$ cat src/rtl/audio_mix_arbiter_if.sv
// ---------------------------------------------------------------------------
// audio_mix_arbiter_if
//
// Purpose: bundles the codec sample interface and the two sample-requester
// handshakes that the mixer arbiter sits between.
//
// Signals:
//   Init         codec init request (arbiter -> codec)
//   Init_Finish  codec init complete, level (codec -> arbiter)
//   data_over    codec busy shifting a sample; falling edge = new slot
//   LDATA/RDATA  16-bit signed left/right samples (arbiter -> codec)
//   bgm_valid    BGM sample available (BGM -> arbiter)
//   bgm_sample   16-bit signed BGM sample
//   bgm_ready    one-cycle pulse, BGM sample consumed (arbiter -> BGM)
//   sfx_valid    SFX sample available (SFX -> arbiter)
//   sfx_sample   16-bit signed SFX sample
//   sfx_ready    one-cycle pulse, SFX sample consumed (arbiter -> SFX)
//
// Modports:
//   master  the arbiter side
//   slave   the codec / requester side (environment)
// ---------------------------------------------------------------------------
interface audio_mix_arbiter_if;
    logic        Init;
    logic        Init_Finish;
    logic        data_over;
    logic [15:0] LDATA;
    logic [15:0] RDATA;
    logic        bgm_valid;
    logic [15:0] bgm_sample;
    logic        bgm_ready;
    logic        sfx_valid;
    logic [15:0] sfx_sample;
    logic        sfx_ready;

    modport master (
        output Init, LDATA, RDATA, bgm_ready, sfx_ready,
        input  Init_Finish, data_over, bgm_valid, bgm_sample,
               sfx_valid, sfx_sample
    );

    modport slave (
        input  Init, LDATA, RDATA, bgm_ready, sfx_ready,
        output Init_Finish, data_over, bgm_valid, bgm_sample,
               sfx_valid, sfx_sample
    );
endinterface

$ cat src/rtl/audio_mix_arbiter.sv
// ---------------------------------------------------------------------------
// audio_mix_arbiter
//
// Purpose: sequences the codec sample interface and shares each codec sample
// slot between the background-music (BGM) and sound-effect (SFX) requesters.
// Per slot it fetches one sample from every valid requester, attenuates them,
// adds them with saturation and registers the result onto LDATA and RDATA.
//
// Ports:
//   Clk           system clock, rising edge
//   Reset         asynchronous, active-low reset
//   bus           audio_mix_arbiter_if.master (codec + requester handshakes)
//   mute          forces the mixed result to 0; requesters still consumed
//   underrun_cnt  saturating count of slots with no valid source
//   overrun       sticky flag: slot tick arrived while FETCH or MIX was busy
//
// Parameters:
//   BGM_SHIFT   arithmetic right shift applied to BGM before mixing
//   SFX_SHIFT   arithmetic right shift applied to SFX before mixing
//   UNDERRUN_W  width of underrun_cnt
//
// Optional build macro AUDIO_MIX_DUCK_EN:
//   defined   -> BGM gets one extra bit of attenuation whenever SFX is
//                present, and an underrun slot decays the previous LDATA
//                by one bit instead of outputting silence.
//   undefined -> no ducking, underrun slots output 0.
// ---------------------------------------------------------------------------
module audio_mix_arbiter #(
    parameter int BGM_SHIFT  = 0,
    parameter int SFX_SHIFT  = 1,
    parameter int UNDERRUN_W = 16
) (
    input  logic                  Clk,
    input  logic                  Reset,
    audio_mix_arbiter_if.master   bus,
    input  logic                  mute,
    output logic [UNDERRUN_W-1:0] underrun_cnt,
    output logic                  overrun
);

    localparam logic [1:0] ST_INIT  = 2'd0;
    localparam logic [1:0] ST_IDLE  = 2'd1;
    localparam logic [1:0] ST_FETCH = 2'd2;
    localparam logic [1:0] ST_MIX   = 2'd3;

    logic [1:0]            state_q,        state_d;
    logic                  data_over_dly_q, data_over_dly_d;
    logic                  bgm_valid_q,    bgm_valid_d;
    logic [15:0]           bgm_sample_q,   bgm_sample_d;
    logic                  sfx_valid_q,    sfx_valid_d;
    logic [15:0]           sfx_sample_q,   sfx_sample_d;
    logic [15:0]           ldata_q,        ldata_d;
    logic [UNDERRUN_W-1:0] underrun_cnt_q, underrun_cnt_d;
    logic                  overrun_q,      overrun_d;

    logic                  slot_tick;
    logic                  link_lost;
    logic                  busy;
    logic                  underrun;
    logic signed [16:0]    bgm_ext;
    logic signed [16:0]    sfx_ext;
    logic signed [16:0]    bgm_scaled;
    logic signed [16:0]    sfx_scaled;
    logic signed [16:0]    mix_sum;
    logic [15:0]           mix_sat;
    logic [15:0]           mix_pre;
    logic [15:0]           mix_result;

    // A new codec slot begins on the falling edge of data_over.
    assign slot_tick = data_over_dly_q & ~bus.data_over;

    // Losing Init_Finish outside INIT means the codec needs re-initialising.
    assign link_lost = (state_q != ST_INIT) & ~bus.Init_Finish;
    assign busy      = (state_q == ST_FETCH) | (state_q == ST_MIX);
    assign underrun  = ~bgm_valid_q & ~sfx_valid_q;

    // Ready pulses are combinational in FETCH so they cover exactly that
    // cycle; gating with Init_Finish kills a pulse if the codec drops out.
    assign bus.bgm_ready = (state_q == ST_FETCH) & bus.Init_Finish & bus.bgm_valid;
    assign bus.sfx_ready = (state_q == ST_FETCH) & bus.Init_Finish & bus.sfx_valid;

    assign bus.Init      = (state_q == ST_INIT);
    assign bus.LDATA     = ldata_q;
    assign bus.RDATA     = ldata_q;
    assign underrun_cnt  = underrun_cnt_q;
    assign overrun       = overrun_q;

    // Mixing datapath: sign-extend to 17 bits so the sum of two full-scale
    // samples cannot wrap, then clamp back to 16 bits.
    always_comb begin
        bgm_ext    = $signed({bgm_sample_q[15], bgm_sample_q});
        sfx_ext    = $signed({sfx_sample_q[15], sfx_sample_q});
        bgm_scaled = '0;
        sfx_scaled = '0;
        if (bgm_valid_q) begin
`ifdef AUDIO_MIX_DUCK_EN
            if (sfx_valid_q)
                bgm_scaled = bgm_ext >>> (BGM_SHIFT + 1);
            else
                bgm_scaled = bgm_ext >>> BGM_SHIFT;
`else
            bgm_scaled = bgm_ext >>> BGM_SHIFT;
`endif
        end
        if (sfx_valid_q)
            sfx_scaled = sfx_ext >>> SFX_SHIFT;
        mix_sum = bgm_scaled + sfx_scaled;
        // Bits 16 and 15 disagree only when the sum left the 16-bit range.
        if (mix_sum[16] != mix_sum[15])
            mix_sat = mix_sum[16] ? 16'h8000 : 16'h7FFF;
        else
            mix_sat = mix_sum[15:0];
        if (underrun) begin
`ifdef AUDIO_MIX_DUCK_EN
            mix_pre = {ldata_q[15], ldata_q[15:1]};
`else
            mix_pre = 16'h0000;
`endif
        end else begin
            mix_pre = mix_sat;
        end
        mix_result = mute ? 16'h0000 : mix_pre;
    end

    // Slot sequencer: INIT -> IDLE -> FETCH -> MIX -> IDLE. Ticks that land
    // while FETCH or MIX is in progress are dropped and flagged as overrun.
    always_comb begin
        state_d         = state_q;
        data_over_dly_d = bus.data_over;
        bgm_valid_d     = bgm_valid_q;
        bgm_sample_d    = bgm_sample_q;
        sfx_valid_d     = sfx_valid_q;
        sfx_sample_d    = sfx_sample_q;
        ldata_d         = ldata_q;
        underrun_cnt_d  = underrun_cnt_q;
        overrun_d       = overrun_q | (slot_tick & busy);

        if (link_lost) begin
            state_d = ST_INIT;
        end else begin
            case (state_q)
                ST_INIT: begin
                    if (bus.Init_Finish)
                        state_d = ST_IDLE;
                end
                ST_IDLE: begin
                    if (slot_tick)
                        state_d = ST_FETCH;
                end
                ST_FETCH: begin
                    bgm_valid_d  = bus.bgm_valid;
                    bgm_sample_d = bus.bgm_sample;
                    sfx_valid_d  = bus.sfx_valid;
                    sfx_sample_d = bus.sfx_sample;
                    state_d      = ST_MIX;
                end
                ST_MIX: begin
                    ldata_d = mix_result;
                    if (underrun && !(&underrun_cnt_q))
                        underrun_cnt_d = underrun_cnt_q + 1'b1;
                    state_d = ST_IDLE;
                end
                default: begin
                    state_d = ST_INIT;
                end
            endcase
        end
    end

    // State registers with asynchronous active-low reset.
    always_ff @(posedge Clk or negedge Reset) begin
        if (!Reset) begin
            state_q         <= ST_INIT;
            data_over_dly_q <= 1'b0;
            bgm_valid_q     <= 1'b0;
            bgm_sample_q    <= 16'h0000;
            sfx_valid_q     <= 1'b0;
            sfx_sample_q    <= 16'h0000;
            ldata_q         <= 16'h0000;
            underrun_cnt_q  <= '0;
            overrun_q       <= 1'b0;
        end else begin
            state_q         <= state_d;
            data_over_dly_q <= data_over_dly_d;
            bgm_valid_q     <= bgm_valid_d;
            bgm_sample_q    <= bgm_sample_d;
            sfx_valid_q     <= sfx_valid_d;
            sfx_sample_q    <= sfx_sample_d;
            ldata_q         <= ldata_d;
            underrun_cnt_q  <= underrun_cnt_d;
            overrun_q       <= overrun_d;
        end
    end

endmodule

$ cat src/flat_wrapper.sv
// flat-port wrapper written by rule: the top's interface ports become plain ports
module audio_mix_arbiter_flat 
#(
    parameter int BGM_SHIFT  = 0,
    parameter int SFX_SHIFT  = 1,
    parameter int UNDERRUN_W = 16
)
  (Clk, Reset, mute, underrun_cnt, overrun, bus_Init, bus_LDATA, bus_RDATA, bus_bgm_ready, bus_sfx_ready, bus_Init_Finish, bus_data_over, bus_bgm_valid, bus_bgm_sample, bus_sfx_valid, bus_sfx_sample);
  audio_mix_arbiter_if bus_i ();
  input  logic Clk;
  input  logic Reset;
  input  logic mute;
  output logic [UNDERRUN_W-1:0] underrun_cnt;
  output logic overrun;
  output wire logic [$bits(bus_i.Init)-1:0] bus_Init;
  output wire logic [$bits(bus_i.LDATA)-1:0] bus_LDATA;
  output wire logic [$bits(bus_i.RDATA)-1:0] bus_RDATA;
  output wire logic [$bits(bus_i.bgm_ready)-1:0] bus_bgm_ready;
  output wire logic [$bits(bus_i.sfx_ready)-1:0] bus_sfx_ready;
  input wire logic [$bits(bus_i.Init_Finish)-1:0] bus_Init_Finish;
  input wire logic [$bits(bus_i.data_over)-1:0] bus_data_over;
  input wire logic [$bits(bus_i.bgm_valid)-1:0] bus_bgm_valid;
  input wire logic [$bits(bus_i.bgm_sample)-1:0] bus_bgm_sample;
  input wire logic [$bits(bus_i.sfx_valid)-1:0] bus_sfx_valid;
  input wire logic [$bits(bus_i.sfx_sample)-1:0] bus_sfx_sample;
  assign bus_Init = bus_i.Init;
  assign bus_LDATA = bus_i.LDATA;
  assign bus_RDATA = bus_i.RDATA;
  assign bus_bgm_ready = bus_i.bgm_ready;
  assign bus_sfx_ready = bus_i.sfx_ready;
  assign bus_i.Init_Finish = bus_Init_Finish;
  assign bus_i.data_over = bus_data_over;
  assign bus_i.bgm_valid = bus_bgm_valid;
  assign bus_i.bgm_sample = bus_bgm_sample;
  assign bus_i.sfx_valid = bus_sfx_valid;
  assign bus_i.sfx_sample = bus_sfx_sample;
  audio_mix_arbiter #(.BGM_SHIFT(BGM_SHIFT), .SFX_SHIFT(SFX_SHIFT), .UNDERRUN_W(UNDERRUN_W)) u_core (.Clk(Clk), .Reset(Reset), .bus(bus_i), .mute(mute), .underrun_cnt(underrun_cnt), .overrun(overrun));
endmodule
$ cat config.mk
export PLATFORM = sky130hd
export DESIGN_NAME = audio_mix_arbiter_flat
export DESIGN_NICKNAME = d
export VERILOG_FILES = /design/src/rtl/audio_mix_arbiter_if.sv /design/src/rtl/audio_mix_arbiter.sv /design/src/flat_wrapper.sv
export SDC_FILE = /design/constraint.sdc
export NUM_CORES = 1
export LEC_CHECK = 0
export ABC_AREA = 1
export BUFFER_PORTS_ARGS = -buffer_cell sky130_fd_sc_hd__buf_4
export CORE_MARGIN = 5
export CORE_UTILIZATION = 55
export CTS_BUF_LIST = sky130_fd_sc_hd__clkbuf_16
export CTS_CLUSTER_SIZE = 30
export DETAILED_ROUTE_END_ITERATION = 16
export GPL_TIMING_DRIVEN = 0
export HOLD_SLACK_MARGIN = 0.08
export PLACE_DENSITY = 0.8
export SLEW_MARGIN = 15
export SYNTH_ARGS = -nofsm -noshare
export SYNTH_HDL_FRONTEND = slang
export SYNTH_SLANG_ARGS = --single-unit
$ cat constraint.sdc
create_clock -name Clk -period 3.4 [get_ports Clk]
set_input_delay 1.02 -clock Clk [delete_from_list [all_inputs] [get_ports Clk]]
set_output_delay 1.02 -clock Clk [all_outputs]
set_load 0.1 [all_outputs]
Word-level counts from Yosys, hierarchy flattened
Index checks and enable logic that the tools add are counted.
{"block": "op_classes", "n_lt_le_gt_ge": 0, "addsub": 2, "n_shift": 0, "muxes": 10, "bitwise": 14, "multipliers": 0, "n_reduce_logical": 9, "eq_ne": 6, "div_mod_pow": 0}
{"op": "$mux W16", "count": 4}
{"op": "$mux W17", "count": 2}
{"op": "$add A17 B17 Y17", "count": 1}
{"op": "$add A16 B1 Y16 const B", "count": 1}
{"op": "$reduce_and A16 Y1", "count": 1}
{"op": "$pmux W2 S4", "count": 1}
{"op": "$and A1 B1 Y1", "count": 7}
{"op": "$mux W2", "count": 3}
{"op": "$ne A3 B1 Y1 const B", "count": 2}
{"op": "$reduce_and A2 Y1", "count": 3}
{"op": "$not A1 Y1", "count": 5}
{"op": "$eq A2 B2 Y1 const B", "count": 2}
{"op": "$reduce_and A3 Y1", "count": 1}
{"op": "$eq A2 B1 Y1 const B", "count": 1}
{"op": "$logic_not A2 Y1", "count": 1}
{"op": "$or A1 B1 Y1", "count": 2}
{"op": "$reduce_bool A2 Y1", "count": 1}
{"op": "$logic_and A1 B1 Y1", "count": 1}
{"op": "$logic_not A1 Y1", "count": 1}
{"op": "$ne A1 B1 Y1", "count": 1}
{"block": "word_totals", "latch_bits": 0, "out_inout_bits": 52, "input_bits": 39, "reg_bits": 70, "memories": 0, "word_cells": 50, "romBits": 0, "ram_bits": 0}

Longest topological paths before layout
Gate-level depths: netlist of run 1.
{"block": "logic_depth", "ltp_word": 6, "ltp_mapped": 19, "mapped_depth_nobuf": 16}

Worst setup path after synthesis of run 1
No wires, ideal clock.
{"block": "synth_path", "path_type": "input to output", "from": "in bus_Init_Finish", "to": "out bus_bgm_ready", "path_buffers": 0, "slack_ns": -0.739, "t_required_ns": 2.380, "arrival_ns": 3.119, "stages": 2, "cell_sequence": "inv_1 -> nor3_1"}
{"block": "synth_via", "elab_chain_len": 2}
{"item": "start, declared", "line_no": "flat_wrapper.sv:20", "rtl": "input wire logic [$bits(bus_i.Init_Finish)-1:0] bus_Init_Finish;"}
{"item": "$and A1 B1 Y1 (2 in series)", "line_no": "audio_mix_arbiter.sv:79", "rtl": "assign bus.bgm_ready = (state_q == ST_FETCH) & bus.Init_Finish & bus.bgm_valid;"}
{"item": "end, declared", "line_no": "flat_wrapper.sv:18", "rtl": "output wire logic [$bits(bus_i.bgm_ready)-1:0] bus_bgm_ready;"}
No other way between the ends.

Final worst setup path of run 1
{"block": "layout_path", "from": "reg u_core.sfx_valid_q", "to": "reg u_core.ldata_q[8] (netlist: u_core.bus.LDATA[8])"}
{"block": "layout_via", "elab_chain_len": 6, "word_cells_on_any_way": 9, "cone_classes": "add/sub (1); eq/ne (1); mux (5); bitwise (2)"}
{"item": "start, declared", "line_no": "audio_mix_arbiter.sv:50", "rtl": "logic sfx_valid_q, sfx_valid_d;"}
{"item": "start signal, assigned", "line_no": "audio_mix_arbiter.sv:187", "rtl": "sfx_valid_q <= sfx_valid_d;"}
{"item": "$mux W17", "line_no": "audio_mix_arbiter.sv:105", "rtl": "if (sfx_valid_q)"}
{"item": "$add A17 B17 Y17", "line_no": "audio_mix_arbiter.sv:107", "rtl": "mix_sum = bgm_scaled + sfx_scaled;"}
{"item": "$mux W16 / $ne A1 B1 Y1 (equally long branches)", "line_no": "audio_mix_arbiter.sv:110, audio_mix_arbiter.sv:109"}
{"item": "$mux W16", "line_no": "audio_mix_arbiter.sv:109", "rtl": "if (mix_sum[16] != mix_sum[15])"}
{"item": "$mux W16 (*)", "line_no": "audio_mix_arbiter.sv:113", "rtl": "if (underrun) begin"}
{"item": "$mux W16 (*)", "line_no": "audio_mix_arbiter.sv:122", "rtl": "mix_result = mute ? 16'h0000 : mix_pre;"}
{"item": "end signal, assigned", "line_no": "audio_mix_arbiter.sv:189", "rtl": "ldata_q <= ldata_d;"}
{"item": "end, declared", "line_no": "audio_mix_arbiter.sv:52", "rtl": "logic [15:0] ldata_q, ldata_d;"}
Mark *: on every way between the ends. The rest lies on a longest branch, timed or not.
A chain may end at the register's enable or synchronous reset.

==> impl_metrics.toml, run 1 <==
[status]
status = "finished clean"

[critical_path]
cp.depth = 18
slowest_delay_ns = 0.41
worstPathRequired_ns = 3.66
critical_path_class = "flop to flop"
cp_slowest_cell = "fa_1"
startpoint_type = "flop"
ff2ff_setup_slack_ns = 0.43
crit_buf_inv = 4
path_common_cell = "nand2_1"
cp.arrival_ns = 3.23
worst_r2r_path_depth = 18
crit_family = "simple AND/OR/NAND/NOR gates"
worstReg2RegEnd = "u_core.bus.LDATA[8]"
regToRegStartpoint = "u_core.sfx_valid_q"
crit_chain = "clkbuf_1 > buf_1 > nand2_1 > inv_1 > ha_1 > fa_1 > nand2_1 > nand2_1 > nand3_1 > nand2_2 > nand2_2 > nand2_1 > nand2_1 > nand2_4 > a21oi_4 > buf_6 > nand2_1 > nand2_1"
crit_fanout = 10
critPathCaptureType = "flop"

[floorplan]
die_h_um = 99.1
die-area_mm2 = 0.00982
rows = 32
fp.dieW_um = 99.1
start_util = 0.565
pin_count = 91
fp.coreArea_mm2 = 0.00773

[detailed_routing]
vias_per_cell = 5.04
vias = 3751
detail_route.iter0.violations = 166
drtAntennaViolNets = 0
routedWlPerCell_um = 13.5
first_pass_iters = 4
drc = 0
routed_wl_um = 10100

[clock_network]
clk_pin_slew_ns = 0.05
htreeDepth = 3
cts_buffers = 9
cts_resized = 0
post_cts_buffers = 0
cts_tree = "yes"
clk_latency_ns = 0.33
hold_buffers = 0
cts_root_buf = "clkbuf_16"
max-clock-path-buffers = 2
cts_sinks = 69

[hold_path]
hp-start = "u_core.overrun"
worstHoldEndpoint = "u_core.overrun"
min_path_type = "flop to flop"
min_path_cells = 2

[synth]
ys_ff_latch = 69
synthCells = 537
ys.warnings.count = 0
synth_cell_types = 32
yosysSeqAreaShare = 0.395
syn_nets = 598
synth_edf_count = 0
async_flop_share = 1.00
synth_ff_type = "dfrtp_1"
syn-cell-area_mm2 = 0.00437
synth_area_per_cell_um2 = 8.13

[grt]
grt_antenna_before_repair = 0
grt_overflow = 0
grt_pass1_wl_um = 17600
first_global_vias = 3857
grt_util_all_layers = 0.217
grt_max_degree = 70

[sta]
fin_hold_ws_ns = 0.479
drv_slew = 0
relSlewSlack = 0.439
finalSetupViolations = 0
rsz0062_at_grt = "false"
fin_crit_sh = 0.874
min_period_ns = 2.97
finClkSkew_ns = 0.00608
clock.fmax_mhz = 337
worst_pin_slew_ns = 0.842
hold_viol_final = 0

[cells_and_area]
fillCellCount = 613
final_layout_size_suffix_gt1_frac = 0.293
final_cells = 744
fin_area_mm2 = 0.00545
fin_nets = 698
antennaDiodeCount = 0
register_area_mm2 = 0.00173
syn_to_final_growth_pct = 24.7
multi_input_area_mm2 = 0.00216

[power]
irDropWorstVdd_mv = 0.556
p_per_area_mw_per_mm2 = 929
p_leak_nw = 3.13

[placed_design]
io_buffers = 89
hpwl_um = 7770
dpl.cell_count = 728
dpl_cell_area_mm2 = 0.00516
globalplace.congestion = 0.860

[flow_run]
maxCapViolCount = 0
## routing by layer
| layer | track usage | vias to the layer above | part of all wire |
|---|---|---|---|
| met5 | 0 | - | 0 |
| met4 | 0.0746 | 0 | 0.027 |
| met3 | 0.0428 | 25 | 0.051 |
| met2 | 0.366 | 103 | 0.50 |
| met1 | 0.280 | 1762 | 0.42 |
| li1 | - | 1861 | - |
## worst max path at each step
stage / to / startpoint / slack [ns]
after floorplan: bus_bgm_ready / bus_Init_Finish / -0.74
after global placement: u_core.bus.LDATA[8] / u_core.bgm_valid_q / 0.53
after detailed placement: u_core.bus.LDATA[8] / u_core.bgm_valid_q / 0.48
after CTS: u_core.bus.LDATA[8] / u_core.sfx_valid_q / 0.42
after global routing: u_core.bus.LDATA[8] / u_core.sfx_valid_q / 0.06
final: u_core.bus.LDATA[8] / u_core.sfx_valid_q / 0.43
## flip-flops by register name (all words and copies together), names as in the netlist
name / cells
u_core.sfx_valid_q: 1
u_core.bgm_sample_q: 16
u_core.state_q: 2
u_core.sfx_sample_q: 15
u_core.data_over_dly_q: 1
u_core.bus.LDATA: 16
u_core.overrun: 1
u_core.bgm_valid_q: 1
u_core.underrun_cnt: 16
## Yosys cell counts (all sizes together), types with 4 or more instances
| cell | number | area share |
|---|---|---|
| a21oi | 11 | 0.021 |
| buf | 24 | 0.041 |
| clkbuf | 4 | 0.0034 |
| dfrtp | 69 | 0.40 |
| ha | 21 | 0.060 |
| inv | 76 | 0.065 |
| mux2 | 31 | 0.080 |
| nand2 | 183 | 0.17 |
| nand3 | 35 | 0.042 |
| nand3b | 5 | 0.0086 |
| nand4 | 4 | 0.0057 |
| nor2 | 24 | 0.021 |
| nor3 | 10 | 0.016 |
| o21ai | 9 | 0.010 |
| xnor2 | 14 | 0.028 |
| xor2 | 10 | 0.020 |
## tightest hold or removal path: cells and delay by family (launching register included)
| kind | cells | cell delay, ns |
|---|---|---|
| buffers and inverters | 1 | 0.04 |
| DFF | 1 | 0.34 |
| AOI/OAI and AO/OA | 1 | 0.06 |
## logic make-up (layout without fill, tap and decap cells)
group | Yosys count | in the layout | share of synthesized area
xor+xnor | 24 | 24 | 0.0481
mux | 31 | 31 | 0.0799
flops | 69 | 69 | 0.395
compound gates | 23 | 23 | 0.0367
fa+ha+maj | 22 | 22 | 0.0647
simple gates | 264 | 264 | 0.265
buf+inv | 104 | 209 | 0.110
## final cells by class
cell class                 instances  area share
multi-input combinational        364       0.397
sequential                        69       0.317
timing repair buffer              89       0.123
inverter                          76      0.0524
clock buffer                       9      0.0413
buffer                            28      0.0358
tap                              102      0.0234
clock inverter                     7      0.0108
## stage by stage
stage | setup slack [ns] | power [mW] | util | setup TNS, ns
final | 0.429 | 5.06 | 0.705 | 0
after global routing | 0.0613 | 5.43 | 0.705 | 0
after CTS | 0.422 | 5.09 | 0.705 | 0
after detailed placement | 0.479 | 4.16 | 0.668 | 0
after global placement | 0.525 | 4.08 | 0.668 | 0
after floorplan | -0.739 | 3.54 | - | -1.48
## power breakdown
| group | switching (mW) | total, mW | internal [mW] |
|---|---|---|---|
| Clock | 0.345 | 0.902 | 0.557 |
| Combinational | 1.92 | 2.88 | 0.965 |
| Sequential | 0.179 | 1.28 | 1.10 |
## cells in the final DEF, fill, tap and decap left out, drive strengths merged
cell	synthesis	final
nand4	4	4
xnor2	14	14
xor2	10	10
clkinvlp	0	1
clkinv	0	3
buf	24	113
nand3b	5	5
nor4	1	1
fa	1	1
mux2	31	31
and2	1	1
dfrtp	69	69
nand3	35	35
nand2	183	183
inv	76	78
bufinv	0	1
a21oi	11	11
nor2	24	24
o21bai	2	2
clkbuf	4	13
or2	1	1
o31ai	1	1
o21ai	9	9
ha	21	21
nor3	10	10
No activity file was read; power rests on OpenSTA's default activity.
==> run 2: changes to the inputs <==
- CORE_UTILIZATION: 55 -> 30
- PLACE_DENSITY: 0.8 -> unset
==> run 2 against run 1 <==
  * Worst hold slack worse by 0.0017 ns
  * Critical path depth did not move
  * Clock skew up 0.0055 ns
  * Combinational power barely moved
  * Setup slack got worse by 0.0097 ns
  * Die area up 74%
  * Register-to-register slack barely moved
  * Global-route usage fell by 8.9 points
  * Via count is 4.2% lower
  * Critical path type unchanged
==> impl_metrics.toml, run 2 (synthesized netlist as in run 1, its figures left out) <==
[power]
p_per_area_mw_per_mm2 = 912
swShare = 0.481
p_clk_frac = 0.190
p_sw_mw = 2.44
comb_power_share = 0.561
irDropWorstVdd_mv = 0.564
seqPwrFrac = 0.249
p_int_mw = 2.64
p_leak_nw = 3.13

[detailed_routing]
drtAntennaViolNets = 0
detail_route.iter0.violations = 155
vias_per_cell = 4.35
vias = 3592
routed_wl_um = 10300
drc = 0
first_pass_iters = 4
routedWlPerCell_um = 12.5

[critical_path]
cp.arrival_ns = 3.25
worstPathRequired_ns = 3.67
crit_fanout = 10
crit_chain = "clkbuf_1 > clkbuf_1 > nand2_1 > inv_1 > ha_1 > fa_1 > nand2_1 > nand2_1 > nand3_1 > nand2_2 > nand2_2 > nand2_1 > nand2_1 > nand2_4 > a21oi_4 > buf_6 > nand2_1 > nand2_1"
critPathCaptureType = "flop"
regToRegStartpoint = "u_core.bgm_valid_q"
ff2ff_setup_slack_ns = 0.42
worstReg2RegEnd = "u_core.bus.LDATA[13]"
slowest_delay_ns = 0.41
startpoint_type = "flop"
worst_r2r_path_depth = 18
cp_slowest_cell = "fa_1"
critical_path_class = "flop to flop"
path_common_cell = "nand2_1"

[grt]
grt_util_all_layers = 0.128
grt_pass1_wl_um = 17500
grt_overflow = 0
grt_antenna_before_repair = 0
first_global_vias = 3674
grt_max_degree = 70

[clock_network]
max-clock-path-buffers = 2
hold_buffers = 0
cts_resized = 0
post_cts_buffers = 0
clk_latency_ns = 0.34
cts_buffers = 9
clk_pin_slew_ns = 0.06
htreeDepth = 3
cts_sinks = 69
cts_root_buf = "clkbuf_16"
cts_tree = "yes"

[sta]
fin_ws_ns = 0.419
finClkSkew_ns = 0.0116
relSlewSlack = 0.406
clock.fmax_mhz = 335
hold_viol_final = 0
min_period_ns = 2.98
fin_hold_ws_ns = 0.477
fin_crit_sh = 0.877
drv_slew = 0
finalSetupViolations = 0
worst_pin_slew_ns = 0.892
rsz0062_at_grt = "false"

[floorplan]
fp.coreArea_mm2 = 0.0144
rows = 44
die-area_mm2 = 0.0171
pin_count = 91
die_h_um = 131
fp.dieW_um = 131
start_util = 0.303

[hold_path]
min_path_cells = 2
worstHoldEndpoint = "u_core.overrun"
min_path_type = "flop to flop"
hp-start = "u_core.overrun"

[cells_and_area]
register_area_mm2 = 0.00173
final_common_cell = "nand2_1"
final_cell_mix = "nand2_1 (169), buf_4 (106), inv_1 (71)"
fillCellCount = 1495
final_layout_size_suffix_gt1_frac = 0.298
multi_input_area_mm2 = 0.00216
syn_to_final_growth_pct = 27.6
antennaDiodeCount = 0
fin_nets = 698

[placed_design]
pre_cts_slack_ns = 0.427
hpwl_um = 8260
globalplace.congestion = 0.797
io_buffers = 89

[status]
status = "finished clean"

[flow_run]
maxCapViolCount = 0
[run 2: cell count changes in the layout (fill, tap and decap cells not counted)]
cell | before | now
inv_6 | 0 | 3
clkinv_2 | 2 | 0
inv_1 | 73 | 71
clkinv_1 | 1 | 0
clkinv_4 | 0 | 1
clkinvlp_4 | 1 | 2
[run 2: how the worst max path moves through the flow]
stage                            start                   end
finish              u_core.bgm_valid_q  u_core.bus.LDATA[13]
CTS                 u_core.sfx_valid_q  u_core.bus.LDATA[13]
global route        u_core.bgm_valid_q  u_core.bus.LDATA[14]
detailed placement  u_core.sfx_valid_q  u_core.bus.LDATA[13]
floorplan              bus_Init_Finish         bus_bgm_ready
global placement    u_core.bgm_valid_q  u_core.bus.LDATA[14]
[run 2: layout make-up]
class | instances | share of cell area
clock buffers | 9 | 0.0404
repair buffers | 89 | 0.120
well taps | 184 | 0.0413
multi-input cells | 364 | 0.388
inverters | 76 | 0.0512
plain buffers | 28 | 0.0350
clock inverters | 7 | 0.0144
flip-flops and latches | 69 | 0.310
[run 2: routing by layer]
| metal | global-route usage | part of all wire | vias to the layer above |
|---|---|---|---|
| met5 | 0 | 0 | - |
| met4 | 0.0448 | 0.017 | 0 |
| met3 | 0.0248 | 0.041 | 15 |
| met2 | 0.210 | 0.47 | 72 |
| met1 | 0.169 | 0.47 | 1646 |
| li1 | - | - | 1859 |
[run 2: metrics by stage]
| step | util | TNS [ns] | total power, mW | area, um^2 | std cells |
|---|---|---|---|---|---|
| 2_1_floorplan | - | -1.48 | 3.54 | 4370 | 537 |
| 3_3_place_gp | 0.365 | 0 | 4.12 | 5270 | 810 |
| 3_5_place_dp | 0.365 | 0 | 4.17 | 5270 | 810 |
| 4_1_cts | 0.386 | 0 | 5.15 | 5570 | 826 |
| 5_1_grt | 0.386 | 0 | 5.47 | 5570 | 826 |
| 6_report | 0.386 | 0 | 5.08 | 5570 | 826 |
[run 2: power by group through the flow]
stage | clock [mW] | combinational [mW] | sequential, mW
floorplan | 0 | 1.89 | 1.65
finish | 0.965 | 2.85 | 1.27
detailed placement | 0 | 2.88 | 1.28
CTS | 0.989 | 2.89 | 1.27
global route | 1.02 | 3.15 | 1.30
global placement | 0 | 2.85 | 1.27
[run 2: worst max-delay path: cells and delay by family (launching register included)]
family,cells,cell delay [ns]
AO/OA/AOI/OAI,1,0.22
buffers and inverters,4,0.73
adder cells (fa/ha/maj),2,0.62
flip-flops,1,0.36
AND/OR/NAND/NOR,11,0.99
